File: src/rtl/multi_timer_periph.sv
// Purpose: MMIO peripheral with N prescaled reload timers, W1C IRQ status, LED/switch/digit registers.
// Latency: writes land on the strobe edge; read data and access flags are registered (valid one cycle after rd).
// Backpressure: none; every access completes in a single cycle and the bus never stalls.
module multi_timer_periph #(
    parameter logic [31:0] BASE_ADDR = 32'h40000000,
    parameter int          N_TIMERS  = 2,
    parameter int          CNT_W     = 32,
    parameter int          PRESC_W   = 8,
    parameter int          LED_W     = 8,
    parameter int          SW_W      = 8,
    parameter int          DIGI_W    = 12
) (
    input  logic                clk,
    input  logic                reset,
    input  logic                rd,
    input  logic                wr,
    input  logic [31:0]         addr,
    input  logic [31:0]         wdata,
    output logic [31:0]         rdata,
    output logic                r_accessible,
    output logic                w_accessible,
    output logic [LED_W-1:0]    led,
    input  logic [SW_W-1:0]     switch,
    output logic [DIGI_W-1:0]   digi,
    output logic                irqout,
    output logic [N_TIMERS-1:0] irq_vec
);

    // Per-timer state
    logic [CNT_W-1:0]   th    [N_TIMERS];
    logic [CNT_W-1:0]   tl    [N_TIMERS];
    logic [PRESC_W-1:0] presc [N_TIMERS];
    logic [PRESC_W-1:0] pcnt  [N_TIMERS];
    logic [N_TIMERS-1:0] en, ien, oneshot, status;

    // Decode results
    logic [31:0]         off;
    logic                sel_led, sel_sw, sel_digi, sel_stat;
    logic [N_TIMERS-1:0] t_sel;
    logic [1:0]          field;
    logic                rd_hit, wr_hit;
    logic [31:0]         rd_val;
    logic                rd_only;

    logic [N_TIMERS-1:0] tick, ovf, w1c;

    // Upper wdata bits are unused when registers are narrower than the bus
    logic unused_wdata;
    assign unused_wdata = ^wdata;

    assign off     = addr - BASE_ADDR;
    assign field   = off[3:2];
    assign rd_only = rd & ~wr;

    // Address decode: fixed registers at exact offsets, timers in 16-byte blocks from 0x20
    always_comb begin
        sel_led  = (off == 32'h0000_0000);
        sel_sw   = (off == 32'h0000_0004);
        sel_digi = (off == 32'h0000_0008);
        sel_stat = (off == 32'h0000_000C);
        t_sel    = '0;
        for (int i = 0; i < N_TIMERS; i++) begin
            t_sel[i] = (off[31:4] == 28'(i + 2)) && (off[1:0] == 2'b00);
        end
        wr_hit = sel_led | sel_digi | sel_stat | (|t_sel);
    end

    // Read mux; narrow registers are zero-extended to the bus width
    always_comb begin
        rd_hit = 1'b0;
        rd_val = '0;
        if (sel_led) begin
            rd_hit = 1'b1;
            rd_val = 32'(led);
        end
        if (sel_sw) begin
            rd_hit = 1'b1;
            rd_val = 32'(switch);
        end
        if (sel_digi) begin
            rd_hit = 1'b1;
            rd_val = 32'(digi);
        end
        if (sel_stat) begin
            rd_hit = 1'b1;
            rd_val = 32'(status);
        end
        for (int i = 0; i < N_TIMERS; i++) begin
            if (t_sel[i]) begin
                rd_hit = 1'b1;
                case (field)
                    2'd0:    rd_val = 32'(th[i]);
                    2'd1:    rd_val = 32'(tl[i]);
                    2'd2:    rd_val = 32'({oneshot[i], ien[i], en[i]});
                    default: rd_val = 32'(presc[i]);
                endcase
            end
        end
    end

    // Tick when the prescaler reaches its terminal value; overflow when the counter is all-ones on a tick
    always_comb begin
        tick = '0;
        ovf  = '0;
        for (int i = 0; i < N_TIMERS; i++) begin
            tick[i] = en[i] && (pcnt[i] == presc[i]);
            ovf[i]  = tick[i] && (&tl[i]);
        end
        w1c = (wr && sel_stat) ? wdata[N_TIMERS-1:0] : '0;
    end

    assign irq_vec = status & ien;
    assign irqout  = |irq_vec;

    // Bus side: registered read data, access flags and the simple output registers
    always_ff @(posedge clk) begin
        if (reset) begin
            rdata        <= '0;
            r_accessible <= 1'b0;
            w_accessible <= 1'b0;
            led          <= '0;
            digi         <= '0;
        end else begin
            w_accessible <= wr & wr_hit;
            r_accessible <= rd_only & rd_hit;
            // A simultaneous write suppresses the read, so rdata only moves on a pure read
            if (rd_only) begin
                rdata <= rd_hit ? rd_val : 32'h0;
            end
            if (wr && sel_led) begin
                led <= wdata[LED_W-1:0];
            end
            if (wr && sel_digi) begin
                digi <= wdata[DIGI_W-1:0];
            end
        end
    end

    // Timers: software writes take priority over counter/overflow updates of the same field
    always_ff @(posedge clk) begin
        if (reset) begin
            en      <= '0;
            ien     <= '0;
            oneshot <= '0;
            status  <= '0;
            for (int i = 0; i < N_TIMERS; i++) begin
                th[i]    <= '0;
                tl[i]    <= '0;
                presc[i] <= '0;
                pcnt[i]  <= '0;
            end
        end else begin
            // An overflow in the same cycle as a W1C keeps the bit set
            status <= (status & ~w1c) | ovf;
            for (int i = 0; i < N_TIMERS; i++) begin
                if (wr && t_sel[i] && field == 2'd0) begin
                    th[i] <= wdata[CNT_W-1:0];
                end

                if (wr && t_sel[i] && field == 2'd1) begin
                    tl[i] <= wdata[CNT_W-1:0];
                end else if (ovf[i]) begin
                    tl[i] <= th[i];
                end else if (tick[i]) begin
                    tl[i] <= tl[i] + CNT_W'(1);
                end

                if (wr && t_sel[i] && field == 2'd2) begin
                    en[i]      <= wdata[0];
                    ien[i]     <= wdata[1];
                    oneshot[i] <= wdata[2];
                end else if (ovf[i] && oneshot[i]) begin
                    en[i] <= 1'b0;
                end

                if (wr && t_sel[i] && field == 2'd3) begin
                    presc[i] <= wdata[PRESC_W-1:0];
                    pcnt[i]  <= '0;
                end else if (!en[i] || tick[i]) begin
                    pcnt[i] <= '0;
                end else begin
                    pcnt[i] <= pcnt[i] + PRESC_W'(1);
                end
            end
        end
    end

endmodule

File: config.mk
export PLATFORM = sky130hd
export DESIGN_NAME = multi_timer_periph
export DESIGN_NICKNAME = d
export VERILOG_FILES = /design/src/rtl/multi_timer_periph.sv
export SDC_FILE = /design/constraint.sdc
export NUM_CORES = 1
export LEC_CHECK = 0
export BUFFER_PORTS_ARGS = -buffer_cell sky130_fd_sc_hd__buf_2
export CORE_UTILIZATION = 62
export CTS_CLUSTER_SIZE = 20
export DETAILED_ROUTE_END_ITERATION = 10
export HOLD_SLACK_MARGIN = 0.03
export PLACE_DENSITY = 0.8
export SLEW_MARGIN = 20
export SYNTH_ARGS = -nofsm -noshare
export SYNTH_HDL_FRONTEND = slang
export SYNTH_SLANG_ARGS = --single-unit
File: constraint.sdc
create_clock -name clk -period 10.1 [get_ports clk]
set_input_delay 3.03 -clock clk [delete_from_list [all_inputs] [get_ports clk]]
set_output_delay 3.03 -clock clk [all_outputs]
set_load 0.005 [all_outputs]
Yosys cells after proc, flatten, opt, wreduce, memory -nomap -nowiden
Memory sizes are Yosys's and may differ from the RTL's.
Index checks and enable logic that the tools add are counted.
- flip-flop bits (word level): 62
- bits in writable memories: 160
- input port bits: 76
- output and inout port bits: 57
- word-level logic and storage cells: 182
- memories kept: 4
- add/subtract/negate cells: 5
- eq/ne operators: 10
- muxes and demuxes: 90
- bitwise gates (word level): 27
- reduce and logical (&&, ||, !) cells: 34
- memory list (name ; depth ; width ; read ports ; clocked after Yosys merged registers in ; write ports ; line ; source):
    th ; 2 ; 32 ; 2 ; 0 ; 2 ; 30 ; logic [CNT_W-1:0] th [N_TIMERS];
    tl ; 2 ; 32 ; 2 ; 0 ; 2 ; 31 ; logic [CNT_W-1:0] tl [N_TIMERS];
    pcnt ; 2 ; 8 ; 2 ; 0 ; 2 ; 33 ; logic [PRESC_W-1:0] pcnt [N_TIMERS];
    presc ; 2 ; 8 ; 2 ; 0 ; 2 ; 32 ; logic [PRESC_W-1:0] presc [N_TIMERS];
- operators with widths (kind ; count):
    two-way mux 32 bit ; 14
    one-hot mux 32 bit (3 select lines) ; 2
    two-way mux 8 bit ; 9
    adder 32 x 1 -> 32 bit (second input constant) ; 2
    == test 32 x 4 -> 1 bit (second input constant) ; 2
    two-way mux 1 bit ; 64
    AND reduction 32 bit ; 2
    == test 28 x 2 -> 1 bit (second input constant) ; 2
    == test 32 x 3 -> 1 bit (second input constant) ; 1
    logical NOT 32 bit ; 1
    subtractor 32 x 31 -> 32 bit (second input constant) ; 1
    logical AND 1 bit ; 21
    bitwise OR 1 bit ; 19
    adder 8 x 1 -> 8 bit (second input constant) ; 2
    == test 8 bit ; 2
    AND 2 bit ; 2
    == test 2 bit (second input constant) ; 2
    logical NOT 2 bit ; 2
    nonzero test 2 bit ; 2
    OR reduction 2 bit ; 2
    AND 1 bit ; 3
    == test 2 x 1 -> 1 bit (second input constant) ; 1
    logical NOT 1 bit ; 2
    logical OR 1 bit ; 2
    4 further kinds ; 4

Longest topological paths before layout
Gate-level depths: netlist (run 1).
- depth in word-level cells: 11
- gate-level depth with buffers: 9
- mapped depth without buffers: 7

Worst setup path before layout (run 1)
Ideal clock, no wire load.
- path type: input -> register
- from: in addr[16]
- to: mem tl[0][0], enable pin
- setup time: 0.466 ns
- arrival: 6.338 ns
- required time: 9.634 ns
- slack: 3.297 ns
- stages: 5
- buffers on the path: 1
- cells stage by stage: nor4_1 nand4_1 or3_1 clkbuf_2 o21ai_0
- RTL lines (what ; line ; source):
    from (decl) ; 17 ; input logic [31:0] addr,
    to (decl) ; 31 ;

==> results of run 1 <==
[final timing paths]
kind,from,endpoint,slack (ps),cells past startpoint
max,addr[2],tl[1][27],4380,9
min,rdata[0],rdata[0],450,2
max reg2reg,tl[1][0],tl[1][25],6680,6
min reg2reg,rdata[0],rdata[0],450,2
[metal layers]
| layer | GRT usage [%] | vias to the layer above |
|---|---|---|
| li1 | - | 4470 |
| met1 | 49.50 | 4823 |
| met2 | 54.46 | 787 |
| met3 | 7.526 | 126 |
| met4 | 15.27 | 0 |
| met5 | 0 | - |
[cells in the mapped netlist, types with 6 or more instances]
cell / number / area (um^2)
nand2_1: 109 / 409.1
a211o_1: 9 / 78.83
nor3_1: 21 / 105.1
clkbuf_1: 46 / 172.7
nand3_1: 82 / 410.4
xor2_1: 46 / 402.9
buf_4: 6 / 45.04
a211oi_1: 17 / 127.6
dfxtp_1: 62 / 1241
buf_2: 13 / 65.06
xnor2_1: 29 / 254.0
and4_1: 11 / 96.34
edfxtp_1: 160 / 4805
o211ai_1: 9 / 67.56
a31o_2: 7 / 61.31
nor4_1: 23 / 143.9
a21o_1: 7 / 52.55
nand4_1: 26 / 162.7
and3_1: 12 / 75.07
mux4_2: 32 / 720.7
o21ai_0: 35 / 175.2
mux2i_1: 50 / 500.5
inv_1: 12 / 45.04
and2_1: 47 / 294.0
nor2_1: 94 / 352.8
a21oi_1: 78 / 390.4
[logic make-up after synthesis]
kind of cell / after synthesis / share of synthesized area (%)
flip-flops: 222 / 50.28
buffers and inverters: 85 / 3.111
AND/OR/NAND/NOR: 456 / 19.56
multiplexers: 82 / 10.16
adder cells (fa/ha/maj): 4 / 0.4162
XOR/XNOR: 75 / 5.462
other: 1 / 0.03118
AO/OA/AOI/OAI: 206 / 10.99
[final cells by class]
cell class | count | area, um^2
multi-input cells | 839 | 5704
well taps | 260 | 325.3
clock buffers | 32 | 675.6
diodes | 1 | 2.502
inverters | 12 | 45.04
fillers | 1353 | 5107
repair buffers | 149 | 820.8
clock inverters | 12 | 103.9
flip-flops and latches | 222 | 6046
[power breakdown]
| part | switching [mW] | internal, mW | total, mW | leakage (nW) |
|---|---|---|---|---|
| registers | 0.0316 | 1.00 | 1.03 | 2.08 |
| clock network | 0.363 | 0.518 | 0.880 | 0.387 |
| logic | 0.0818 | 0.0526 | 0.134 | 2.61 |
[worst max-delay path: stages]
cell	delay (ps)
buf_2	560
buf_4	590
nor2b_1	260
and2_1	200
nand4_1	140
a21oi_2	350
buf_4	380
and2_1	380
a21o_1	180
[sequential cells by signal (all words and copies together) (netlist names), 2 cells and up]
register  count
presc        16
rdata        32
pcnt         16
status        2
tl           64
led           8
ien           2
oneshot       2
th           64
digi         12
en            2
[cell usage in the layout (no fill, tap or decap), types with 5 or more instances in the layout]
master,netlist,layout
conb_1,1,16
buf_2,13,132
clkbuf_16,0,25
a31o_2,7,7
nand2_1,109,109
inv_1,12,12
o21ai_0,35,34
dfxtp_1,62,62
nand4_1,26,26
a211oi_1,17,17
mux2i_1,50,50
and2_1,47,47
xnor2_1,29,29
o32ai_1,5,5
and4_1,11,11
buf_4,6,15
a22o_1,5,5
a21oi_1,78,77
edfxtp_1,160,160
nor2_1,94,94
nor3_1,21,21
nor4_1,23,21
xor2_1,46,46
mux4_2,32,32
a21o_1,7,7
and3_1,12,12
nand3_1,82,82
clkinv_2,0,5
clkinv_1,0,5
o211ai_1,9,9
a211o_1,9,9
==> run_results.csv, run 1 <==
group,metric,value,unit
cts,clk_latency,540,ps
power,vdd_drop_max,139.9,uV
logic_synthesis,ys_seq_area_share,50.28,%
floorplanning,start_util,63.86,%
cts,cts.sinks,222,
logic_synthesis,synth-edff-count,160,
cts,htree_levels,1,
routing,dr.pass1.iters,5,
critical_path,crit_path_start_kind,"primary input",
critical_path,cp.required,10500,ps
critical_path,arrival,6120,ps
layout,final_util,72.88,%
timing,finalCritPeriodShare,56.68,%
power,powerDensity,149.3,mW/mm^2
power,p_leak,5.079,nW
cts,cts_tree,"yes",
routing,met1_length,13600,um
logic_synthesis,synthArstFlopShare,0,%
timing,rsz0062_at_grt,"no",
cts,cts.clk_slew.worst_paths,60,ps
timing,max_clock_freq,0.1747,GHz
place,pre_cts_slack,3998,ps
layout,drive_gt1_share,19.35,%
routing,met2_length,15980,um
routing,drt_iter0_drc,1338,
timing,tns,0,ps
timing,setup_violations,0,
timing,relSlewSlack,30.86,%
timing,fin_crit,5724,ps
place,dp_hpwl,23700,um
critical_path,cp_max_fo,31,
job,max_cap_violations,0,
routing,wl,35540,um
floorplanning,dieArea,0.01996,mm^2
floorplanning,ios,133,
outcome,status,"finished clean",
floorplanning,num_rows,50,
place,place_congestion,0.9570,
grt,grt_pass1_vias,9521,
logic_synthesis,syn_area,0.01203,mm^2
logic_synthesis,synthCells,1131,
cts,clockBufferDepth,3,
timing,hold_slack,448.0,ps
floorplanning,die_y,141.3,um
grt,grt_pass1_wl,53760,um
floorplanning,chipWidth,141.3,um
grt,grt_max_degree,63,
floorplanning,core_area,0.01883,mm^2
routing,via_count,10210,
layout,syn2layout_area_growth,14.12,%
logic_synthesis,ys_types,62,
cts,hold_buffers,0,
routing,drc_errors,0,
timing,setup_ws,4376,ps
timing,worst_pin_slew,1033,ps
timing,hold_violations,0,
timing,slew_violations,0,
critical_path,crit_type,"primary input to register",
logic_synthesis,ys_ff_latch,222,
cts,ctsResizeCount,0,
grt,grt_overflow,0,
layout,design_area,0.01372,mm^2
layout,layout.nets,1328,
timing,skew,12.98,ps
logic_synthesis,syn_area_per_cell,10.63,um^2
layout,instances_no_fill,1527,
grt,antenna_found_initial,1,
routing,avgViaCountPerCell,6.684,
place,dp_cells,1480,
routing,wl_met3,4585,um
place,port_buffers,132,
critical_path,end_kind,"register",
logic_synthesis,synth-main-ff-cell,"edfxtp_1",
routing,top_layer,"met4",
min_path,min_path_type,"register to register",
cts,cts_root_buf,"clkbuf_16",
place,placed_cell_area,0.01289,mm^2
power,total_power,2.049,mW
routing,detail_route.wl_per_cell,23.28,um
cts,post-cts-setup-buffers,0,
grt,grt_usage,35.62,%
routing,ant_nets,0,
cts,numCtsBuffers,24,
logic_synthesis,yosys_warnings,0,
Power figures use the tool's default switching activity.
==> inputs of run 2 (changes only) <==
Settings changed: CORE_UTILIZATION 62 to 54, PLACE_DENSITY 0.8 to 0.73.
Clock period 10.1 ns to 5.2 ns, I/O delays scaled along.
==> run 2 against run 1 <==
Against the previous run: cell count increased by 1.5%; die area up 15%; worst setup slack worse by 2700 ps; count of clock-buffer cells in the layout is 4 higher; largest cell class unchanged; via count down 2.6%; final area increased by 0.17%; clock skew shrank 2.1 ps; sequential share of layout area is 0.076 points lower; combinational power up 93%; core utilization is 9.9 points lower; routed wire length fell by 0.70%; global-route usage shrank 4.5 points.
==> run_results.csv, run 2 (same netlist as run 1, synthesis figures left out) <==
group,metric,value,unit
timing,finalCritPeriodShare,67.83,%
cts,clockBufferDepth,3,
place,port_buffers,132,
critical_path,arrival,3860,ps
critical_path,worstSetupStartpoint,"addr[2]",
floorplanning,num_rows,54,
floorplanning,start_util,55.10,%
job,max_cap_violations,0,
layout,final_common_cell,"edfxtp_1",
critical_path,crit_chain,"buf_2 -> nor2b_1 -> and2_1 -> nand4_1 -> a21o_1 -> buf_4 -> a311oi_1",
cts,ctsResizeCount,0,
layout,drive_gt1_share,19.46,%
layout,largestRegisters,"th: 64 flops, tl: 64 flops, rdata: 32 flops",
min_path,min_path_type,"register to register",
outcome,status,"finished clean",
cts,hold_buffers,0,
layout,final_util,62.99,%
grt,grt_pass1_wl,53430,um
cts,cts_root_buf,"clkbuf_16",
grt,grt_usage,31.16,%
layout,layout.nets,1331,
timing,worst_pin_slew,1139,ps
power,vdd_drop_max,204.9,uV
routing,drc_errors,0,
grt,grt_max_degree,40,
floorplanning,chipWidth,151.2,um
critical_path,regToRegSetupSlack,1950,ps
layout,instances_no_fill,1550,
cts,clk_latency,520,ps
critical_path,cp.required,5530,ps
timing,relSlewSlack,23.79,%
place,placed_cell_area,0.01296,mm^2
critical_path,crit_path_start_kind,"primary input",
layout,syn2layout_area_growth,14.32,%
critical_path,crit_type,"primary input to register",
place,place_congestion,0.9378,
critical_path,rr_startpoint,"tl[1][6]",
critical_path,r2r-end,"tl[1][27]",
timing,rsz0062_at_grt,"no",
routing,avgViaCountPerCell,6.416,
critical_path,reg2reg_depth,6,
cts,cts.clk_slew.worst_paths,60,ps
layout,final_cell_mix,"edfxtp_1 (160), buf_2 (132), nand2_1 (109), nor2_1 (94), nand3_1 (82)",
critical_path,cp_slowest_cell,"buf_2",
place,dp_hpwl,24570,um
cts,post-cts-setup-buffers,0,
floorplanning,dieArea,0.02287,mm^2
grt,grt_overflow,0,
timing,fin_crit,3527,ps
layout,design_area,0.01375,mm^2
power,p_leak,5.079,nW
floorplanning,core_area,0.02182,mm^2
critical_path,cp_max_fo,27,
routing,dr.pass1.iters,5,
timing,max_clock_freq,0.2835,GHz
critical_path,max_stage_delay,590,ps
routing,drt_iter0_drc,1192,
critical_path,end_kind,"register",
routing,via_count,9945,
floorplanning,ios,133,
timing,tns,0,ps
routing,wl,35290,um
power,powerDensity,290.3,mW/mm^2
routing,detail_route.wl_per_cell,22.77,um
grt,grt_pass1_vias,9265,
cts,cts_tree,"yes",
place,dp_cells,1505,
timing,slew_violations,0,
routing,ant_nets,0,
grt,antenna_found_initial,0,
cts,cts.sinks,222,
timing,setup_violations,0,
critical_path,crit_end,"tl[0][28]",
cts,numCtsBuffers,24,
floorplanning,die_y,151.2,um
cts,htree_levels,1,
timing,skew,10.85,ps
timing,hold_violations,0,
==> run 2: cell types whose count changed in the layout (fill, tap and decap cells not counted) <==
cell | previous run | this run
inv_4 | 0 | 1
buf_12 | 1 | 0
clkbuf_16 | 25 | 26
clkinv_2 | 5 | 3
a211o_2 | 0 | 1
clkbuf_1 | 4 | 9
clkinv_1 | 5 | 2
clkbuf_8 | 2 | 1
buf_16 | 1 | 0
clkbuf_4 | 1 | 0
a211o_1 | 9 | 8
buf_4 | 15 | 20
==> run 2: how the worst min path moves through the flow <==
| stage | to | from | depth (start not counted) |
|---|---|---|---|
| detailed placement | rdata[21] | rdata[21] | 2 |
| global route | rdata[15] | rdata[15] | 2 |
| floorplan | rdata[0] | rdata[0] | 2 |
| global placement | rdata[11] | rdata[11] | 2 |
| CTS | rdata[21] | rdata[21] | 2 |
| finish | rdata[21] | rdata[21] | 2 |
==> run 2: area by class of cell <==
type	count	area, um^2
Multi-Input combinational cell	839	5705
Fill cell	1763	8077
Antenna cell	1	2.502
Tap cell	280	350.3
Clock buffer	36	698.2
Inverter	12	45.04
Clock inverter	8	88.84
Sequential cell	222	6046
Timing Repair Buffer	152	810.8
==> run 2: critical path: cells and delay by family <==
kind / cells / cell delay (ps)
and+or+nand+nor: 3 / 680
AOI/OAI and AO/OA: 2 / 690
buffers and inverters: 2 / 910
==> run 2: per-stage QoR <==
stage | power [mW] | hold WS [ps] | worst slack [ps]
final | 3.991 | 447.5 | 1673
after CTS | 3.997 | 449.4 | 1704
after global placement | 2.289 | 435.9 | 1174
after global routing | 4.099 | 471.6 | 1519
after detailed placement | 2.294 | 441.2 | 1165
after floorplan | 2.172 | 448.3 | 653.5
==> run 2: where the power goes <==
part | total (mW) | switching (mW) | internal [mW] | leakage [nW]
sequential | 2.01 | 0.0609 | 1.95 | 2.08
clock | 1.72 | 0.699 | 1.03 | 0.386
combinational | 0.258 | 0.159 | 0.0994 | 2.61
==> run 2: per-layer routing <==
metal  up-vias  track usage (%)  routed length (um)
met1      4763            44.86               14390
met4         0            8.750                 884
met3        79            5.813                4297
met2       619            47.95               15720
li1       4484                -                   -
met5         -                0                   0
==> inputs of run 3 (changes only) <==
Clock period 5.2 ns to 3.1 ns, I/O delays scaled along.
==> run 3 against run 2 <==
Against the previous run: via count increased by 2.5%; critical path type is now register to register; sequential cell count unchanged; highest routed layer unchanged; critical endpoint is now tl[1][19]; die area unchanged; first-iteration DRC count decreased by 9.2%.
==> run_results.csv, run 3 (same netlist as run 1, synthesis figures left out) <==
group,metric,value,unit
power,p_leak,5.392,nW
job,max_cap_violations,0,
timing,relSlewSlack,31.35,%
critical_path,crit_chain,"ha_1 -> nand3_1 -> or4_1 -> buf_4 -> nor2_1 -> a211oi_1 -> a21o_1",
timing,worst_pin_slew,1026,ps
floorplanning,core_area,0.02182,mm^2
routing,wl,36090,um
power,vdd_drop_max,374.5,uV
grt,grt_max_degree,54,
cts,clockBufferDepth,3,
routing,dr.pass1.iters,5,
critical_path,end_kind,"register",
cts,cts.clk_slew.worst_paths,60,ps
routing,avgViaCountPerCell,6.403,
cts,ctsResizeCount,0,
floorplanning,die_y,151.2,um
floorplanning,start_util,55.10,%
critical_path,worstSetupStartpoint,"tl[1][1]",
timing,finalCritPeriodShare,91.93,%
layout,largestRegisters,"th: 64 flops, tl: 64 flops, rdata: 32 flops",
layout,num_antenna_cells,0,
timing,slew_violations,0,
grt,grt_overflow,0,
critical_path,crit_path_start_kind,"register",
cts,cts_tree,"yes",
critical_path,cp_slowest_cell,"or4_1",
min_path,min_path_type,"register to register",
routing,ant_nets,0,
timing,skew,11.15,ps
cts,htree_levels,1,
cts,cts_root_buf,"clkbuf_16",
critical_path,path_delay_family,"simple AND/OR/NAND/NOR gates",
critical_path,max_stage_delay,690,ps
critical_path,path_buf_inv,1,
grt,antenna_found_initial,0,
critical_path,arrival,3120,ps
cts,post-cts-setup-buffers,0,
critical_path,cp.required,3370,ps
cts,hold_buffers,0,
cts,cts.sinks,222,
layout,drive_gt1_share,22.56,%
layout,final_cell_mix,"edfxtp_1 (160), buf_2 (132), nand2_1 (109), nor2_1 (94), nand3_1 (82)",
timing,fin_crit,2850,ps
power,total_power,6.912,mW
place,port_buffers,132,
timing,rsz0062_at_grt,"no",
cts,clk_latency,520,ps
routing,drc_errors,0,
critical_path,rr_startpoint,"tl[1][1]",
cts,numCtsBuffers,25,
floorplanning,num_rows,54,
power,powerDensity,482.4,mW/mm^2
layout,syn2layout_area_growth,19.14,%
grt,grt_usage,32.08,%
critical_path,cp_max_fo,14,
outcome,status,"finished clean",
floorplanning,chipWidth,151.2,um
layout,final_common_cell,"edfxtp_1",
place,place_congestion,0.9410,
floorplanning,ios,133,
layout,layout.nets,1375,
grt,grt_pass1_wl,55120,um
timing,hold_slack,444.9,ps
min_path,min_from,"rdata[19]",
timing,max_clock_freq,0.3509,GHz
place,dp_hpwl,25730,um
routing,drt_iter0_drc,1082,
timing,hold_violations,0,
floorplanning,dieArea,0.02287,mm^2
critical_path,crit_type,"register to register",
timing,setup_violations,0,
routing,detail_route.wl_per_cell,22.67,um
grt,grt_pass1_vias,9563,
routing,via_count,10190,
[run 3: final cells by class]
| type | instances | area [um^2] |
|---|---|---|
| sequential | 222 | 6046 |
| multi-input combinational | 839 | 5705 |
| clock buffer | 31 | 711.9 |
| tap | 280 | 350.3 |
| fill | 1774 | 7496 |
| clock inverter | 13 | 147.6 |
| timing repair buffer | 195 | 1321 |
| inverter | 12 | 45.04 |
[run 3: through the flow]
stage | setup TNS (ps) | setup WS [ps] | instances | cell area (um^2) | util, %
2_1_floorplan | -4838 | -151.2 | 1146 | 12100 | -
3_3_place_gp | 0 | 16.08 | 1548 | 13470 | 61.71
3_5_place_dp | -226.3 | -53.67 | 1548 | 13470 | 61.71
4_1_cts | 0 | 324.7 | 1592 | 14330 | 65.65
5_1_grt | 0 | 216.2 | 1592 | 14330 | 65.65
6_report | 0 | 250.1 | 1592 | 14330 | 65.65
[run 3: report_power, final]
group          switching [mW]  internal [mW]  total [mW]
clock network            1.20           1.88        3.08
logic                   0.271          0.192       0.463
registers               0.101           3.27        3.37
total                    1.58           5.34        6.91
[run 3: final timing paths]
kind,endpoint,slack [ps],cells after the start
hold / removal,rdata[19],440,2
hold reg to reg,rdata[19],440,2
setup / recovery,tl[1][19],250,7
setup reg to reg,tl[1][19],250,7
[run 3: per-layer routing]
layer | part of all wire, % | vias up | track usage [%]
li1 | - | 4571 | -
met1 | 42 | 4963 | 46.33
met2 | 46 | 581 | 49.57
met3 | 9.4 | 78 | 4.849
met4 | 2.4 | 0 | 10.10
met5 | 0 | - | 0
[run 3: worst reg2reg max path: cells and delay by family, from the launching register on]
family | cells | cell delay (ps)
AO/OA/AOI/OAI | 2 | 230
adder cells (fa/ha/maj) | 1 | 320
buffers and inverters | 1 | 250
flip-flops | 1 | 530
AND/OR/NAND/NOR | 3 | 1280
